[config.mk]
export PLATFORM = sky130hd
export DESIGN_NAME = btn_debounce_toggle
export DESIGN_NICKNAME = d
export VERILOG_FILES = /design/src/rtl/btn_debounce_toggle.sv
export SDC_FILE = /design/constraint.sdc
export NUM_CORES = 1
export LEC_CHECK = 0
export BUFFER_PORTS_ARGS = -buffer_cell sky130_fd_sc_hd__buf_2
export CAP_MARGIN = 20
export CORE_MARGIN = 2
export CORE_UTILIZATION = 54
export CTS_CLUSTER_SIZE = 16
export DETAILED_ROUTE_END_ITERATION = 10
export GPL_ROUTABILITY_DRIVEN = 0
export PLACE_DENSITY = 0.71
export SLEW_MARGIN = 25
export SYNTH_ARGS = -nofsm -noshare
export SYNTH_HDL_FRONTEND = slang
export SYNTH_SLANG_ARGS = --single-unit
[constraint.sdc]
create_clock -name CLK -period 4.33 [get_ports CLK]
set_clock_uncertainty 0.15 [all_clocks]
set_input_delay 0.2165 -clock CLK [delete_from_list [all_inputs] [get_ports CLK]]
set_output_delay 0.2165 -clock CLK [all_outputs]
set_load 0.02 [all_outputs]
[src/rtl/btn_debounce_toggle.sv]
// ============================================================================
// Module      : btn_debounce_toggle
// Description : Four-button synchroniser/debouncer with per-button LED toggle
//               and single-cycle press strobes. Optional long-press clear of
//               all LEDs is enabled with the LONG_PRESS_EN macro.
// Revision    : 1.0 - initial release
// ============================================================================
`default_nettype none

module btn_debounce_toggle #(
    parameter int DEBOUNCE_CYCLES = 120000,
    parameter int LONG_CYCLES     = 24000000,
    parameter int BTN_ACTIVE_LOW  = 0
) (
    input  logic       CLK,
    input  logic       RST,
    input  logic       BTN1,
    input  logic       BTN2,
    input  logic       BTN3,
    input  logic       BTN4,
    output logic       LED1,
    output logic       LED2,
    output logic       LED3,
    output logic       LED4,
    output logic [3:0] PRESS,
    output logic       LONG
);

    localparam int              CNT_W    = $clog2(DEBOUNCE_CYCLES + 1);
    localparam logic [CNT_W-1:0] CNT_LAST = CNT_W'(DEBOUNCE_CYCLES - 1);

`ifdef LONG_PRESS_EN
    localparam int               HOLD_W    = $clog2(LONG_CYCLES + 1);
    localparam logic [HOLD_W-1:0] HOLD_LAST = HOLD_W'(LONG_CYCLES - 1);
    localparam logic [HOLD_W-1:0] HOLD_SAT  = HOLD_W'(LONG_CYCLES);
`endif

    if (DEBOUNCE_CYCLES < 1 || LONG_CYCLES < 1) begin : g_bad_cfg
        $error("btn_debounce_toggle: DEBOUNCE_CYCLES and LONG_CYCLES must be >= 1");
    end

    logic [3:0] w_btn;
    logic [3:0] w_p;
    logic [3:0] w_rise;
    logic [3:0] w_fire;

    logic [3:0] led_q, led_d;
    logic [3:0] press_q, press_d;
    logic       long_q, long_d;

    assign w_btn = {BTN4, BTN3, BTN2, BTN1};
    assign w_p   = w_btn ^ ((BTN_ACTIVE_LOW != 0) ? 4'hF : 4'h0);

    for (genvar i = 0; i < 4; i++) begin : g_btn
        logic             s1_q, s2_q;
        logic             stable_q, stable_d;
        logic [CNT_W-1:0] cnt_q, cnt_d;

        // The counter only advances while the synchronised level disagrees
        // with the debounced state; any agreement restarts the run.
        always_comb begin
            stable_d = stable_q;
            cnt_d    = cnt_q + CNT_W'(1);
            if (s2_q == stable_q) begin
                cnt_d = '0;
            end else if (cnt_q == CNT_LAST) begin
                stable_d = s2_q;
                cnt_d    = '0;
            end
        end

        always_ff @(posedge CLK) begin
            if (RST) begin
                s1_q     <= 1'b0;
                s2_q     <= 1'b0;
                stable_q <= 1'b0;
                cnt_q    <= '0;
            end else begin
                s1_q     <= w_p[i];
                s2_q     <= s1_q;
                stable_q <= stable_d;
                cnt_q    <= cnt_d;
            end
        end

        assign w_rise[i] = stable_d & ~stable_q;

`ifdef LONG_PRESS_EN
        logic [HOLD_W-1:0] hold_q, hold_d;

        // Saturating one past the firing value makes the long press one-shot.
        always_comb begin
            hold_d = hold_q;
            if (!stable_q) begin
                hold_d = '0;
            end else if (hold_q != HOLD_SAT) begin
                hold_d = hold_q + HOLD_W'(1);
            end
        end

        always_ff @(posedge CLK) begin
            if (RST) begin
                hold_q <= '0;
            end else begin
                hold_q <= hold_d;
            end
        end

        assign w_fire[i] = stable_q && (hold_q == HOLD_LAST);
`else
        assign w_fire[i] = 1'b0;
`endif
    end

    // A long-press clear takes priority over any toggle on the same edge.
    always_comb begin
        led_d   = led_q ^ w_rise;
        press_d = w_rise;
        long_d  = |w_fire;
        if (|w_fire) begin
            led_d = '0;
        end
    end

    always_ff @(posedge CLK) begin
        if (RST) begin
            led_q   <= '0;
            press_q <= '0;
            long_q  <= 1'b0;
        end else begin
            led_q   <= led_d;
            press_q <= press_d;
            long_q  <= long_d;
        end
    end

    assign LED1  = led_q[0];
    assign LED2  = led_q[1];
    assign LED3  = led_q[2];
    assign LED4  = led_q[3];
    assign PRESS = press_q;
    assign LONG  = long_q;

endmodule

`default_nettype wire

==> out/qor.csv <==
stage;metric;value;unit
timing;RSZ-0062 raised after global routing;false;
final_layout;fillers;603;
logic_synthesis;simple-gate share of the synthesized area;31.8;%
logic_synthesis;top cells by area, synth;dfxtp_1 (46%), xnor2_1 (12%), nor2_1 (8.4%);
logic_synthesis;Yosys reg bits;88;
logic_synthesis;synthesized-area fraction occupied by adder cells;1.30;%
placed_design;port bufs;13;
status;status;finished, final reports clean;
cts;clock latency on the worst-skew pair;350;ps
cts;CTS H-Tree Depth;3;
power_and_ir_drop;highest ir drop seen on vdd;0.218;mV
placed_design;Placed Area;3950;µm²
worst_setup_path;crit-path cells;or4b_2 -> nor4_4 -> or2_1 -> nor2_1;
worst_setup_path;arrival time at the worst endpoint;2340;ps
logic_synthesis;Synth area leader;dfxtp_1;
timing;final setup fails;0;
die;Die W;88.4;µm
global_route;largest net degree at the start of global routing;28;
timing;Tcrit/Tclk final;52.6;%
logic_synthesis;Yosys cell types;44;
global_route;overall routing resource usage;17.9;%
final_layout;n_diodes;0;
cts;Num CTS Buffers;9;
power_and_ir_drop;PwrDens;346;nW/µm²
global_route;initial antenna violation count;0;
die;initial core utilization;56.4;%
timing;minimum clock period;2280;ps
final_layout;FF/Latch Area;1760;µm²
worst_setup_path;CP Max Fanout;15;
worst_setup_path;worst path required time;4400;ps
hold_path;HP Class;input port to register;
routing;wire length per cell;12.0;µm
final_layout;share of layout cells above drive strength 1;8.65;%
die;Die Area;7820;µm²
logic_synthesis;Post-synth EDFFs;0;
placed_design;dpl ws;1900;ps
logic_synthesis;cell area after synthesis;3850;µm²
logic_synthesis;top cells by count, synth;dfxtp_1 (88), nor2_1 (86), xnor2_1 (54);
logic_synthesis;most frequent cell after synthesis;dfxtp_1;
logic_synthesis;Synth Area in XOR/XNOR;13.9;%
routing;First-pass DRT Iterations;5;
routing;vias;2886;
logic_synthesis;top-area cell type share of the netlist area;45.8;%
cts;clock sink total;88;
timing;worst-margin pin slew;654;ps
final_layout;Multi-input gate area;1940;µm²
logic_synthesis;Syn Nets;443;
cts;CTS tree;built;
logic_synthesis;largest family of logic cells by synthesized area;simple AND/OR/NAND/NOR gates;
worst_setup_path;slowest CP cell;or4b_2;
cts;Clock transition at path regs;90;ps
final_layout;area grow syn2layout;9.42;%
timing;setup TNS;0;ps
global_route;first-pass GRT wire length;11.2;mm
worst_setup_path;Reg2Reg Setup Slack;2050;ps
worst_setup_path;Max stage delay on crit path;720;ps
logic_synthesis;Main synth FF type;dfxtp_1;
logic_synthesis;Mapped Cells;433;
final_layout;Final #Nets;457;
run;MaxCap Viol Count;0;
cts;Resized Gates After CTS;0;
timing;Slew headroom;56.4;%
placed_design;DP HPWL;4.53;mm
routing;ANT nets after route;0;
power_and_ir_drop;Leakage Power;1.23;nW
cts;Hold Buf Count CTS;4;
routing;DRC;0;
routing;drt initial violations;85;
die;CORE AREA;6830;µm²
timing;max frequency;439;MHz
cts;Root Buffer;clkbuf_8;
routing;DRT Wirelength;6.59;mm
worst_setup_path;Worst setup SP type;register;
final_layout;Final Core Density;61.7;%
global_route;vias in the first global route;2604;
cts;CTS Buffer Depth;2;
timing;Setup WS post-layout;2050;ps
logic_synthesis;average cell area after synthesis;8.89;µm²
logic_synthesis;multiplexer share of the synthesized area;1.40;%
logic_synthesis;Synth Area in Compound Gates;1.88;%
cts;setup bufs post-CTS;0;
worst_setup_path;Worst setup EP type;register;
timing;endpoints failing hold;0;
timing;final count of pins violating max slew;0;
die;I/O pin cnt;15;
global_route;total gr overflow;0;
logic_synthesis;sequential area share after synthesis;45.8;%
logic_synthesis;Ys Warns;0;
worst_setup_path;WS Path Type;register to register;
routing;Vias/cell;5.28;
die;cell row count;30;
logic_synthesis;asr flop ratio synth;0;%
final_layout;design area;4210;µm²
die;DIE HEIGHT;88.4;µm
## cell usage in the layout (no fill, tap or decap), types with 4 or more instances in the layout
cell,instances
buf_2,13
dfxtp_1,88
nor2_1,86
nor2b_1,11
nor4_1,19
or4_1,4
nor3_1,17
nand2_1,13
clkbuf_8,10
and3_1,4
nand4_1,25
a21oi_1,5
nand2b_1,6
dlygate4sd3_1,4
nand3_1,23
xnor2_1,54
ha_1,4
xor2_1,7
inv_1,17
## state kept, by name, indices dropped and copies added, names as in the netlist
register and flops:
g_btn.s2_q 4, g_btn.cnt_q 68, led_q 4, g_btn.s1_q 4, g_btn.stable_q 4, PRESS 4
## routing by layer
layer	track usage, %	up-vias	routed length, µm
met5	0	-	0
met4	8.40	0	153
met3	3.08	12	162
met2	28.2	44	3020
met1	24.1	1323	3260
li1	-	1507	-
## final timing paths
| check | startpoint | end | cells past startpoint |
|---|---|---|---|
| setup reg to reg | g_btn[3].cnt_q[9] | g_btn[3].cnt_q[2] | 4 |
| setup / recovery | g_btn[3].cnt_q[9] | g_btn[3].cnt_q[2] | 4 |
| hold reg to reg | g_btn[0].s1_q | g_btn[0].s2_q | 1 |
| hold / removal | RST | g_btn[2].stable_q | 2 |
## kinds of logic after synthesis
kind of cell | count (synthesis)
simple gates | 231
flops | 88
xor+xnor | 61
buf+inv | 31
compound gates | 12
mux | 5
fa+ha+maj | 4
other cells | 1
## stage by stage
stage / total power [mW] / hold slack [ps] / std cells
finish: 1.46 / 158 / 547
floorplan: 0.852 / 195 / 433
global placement: 0.853 / 268 / 528
CTS: 1.47 / 145 / 547
detailed placement: 0.854 / 274 / 528
global route: 1.50 / 164 / 547
## worst max-delay path: cells and delay by family, from the launching register on
family	cells	cell delay [ps]
AND/OR/NAND/NOR	4	1610
flip-flops	1	380
## area by class of cell
cell class | instances | share of cell area (%)
Inverter | 17 | 1.51
Tap cell | 96 | 2.85
Multi-Input combinational cell | 314 | 46.1
Sequential cell | 88 | 41.8
Clock inverter | 5 | 1.93
Clock buffer | 10 | 3.27
Timing Repair Buffer | 17 | 2.49
## report_power, final
| part | total [mW] | internal [mW] | switching, mW |
|---|---|---|---|
| sequential | 0.816 | 0.813 | 0.00269 |
| clock | 0.619 | 0.338 | 0.281 |
| combinational | 0.0217 | 0.00852 | 0.0132 |
| total | 1.46 | 1.16 | 0.297 |
Note: power is estimated with default switching activity, not from simulation.
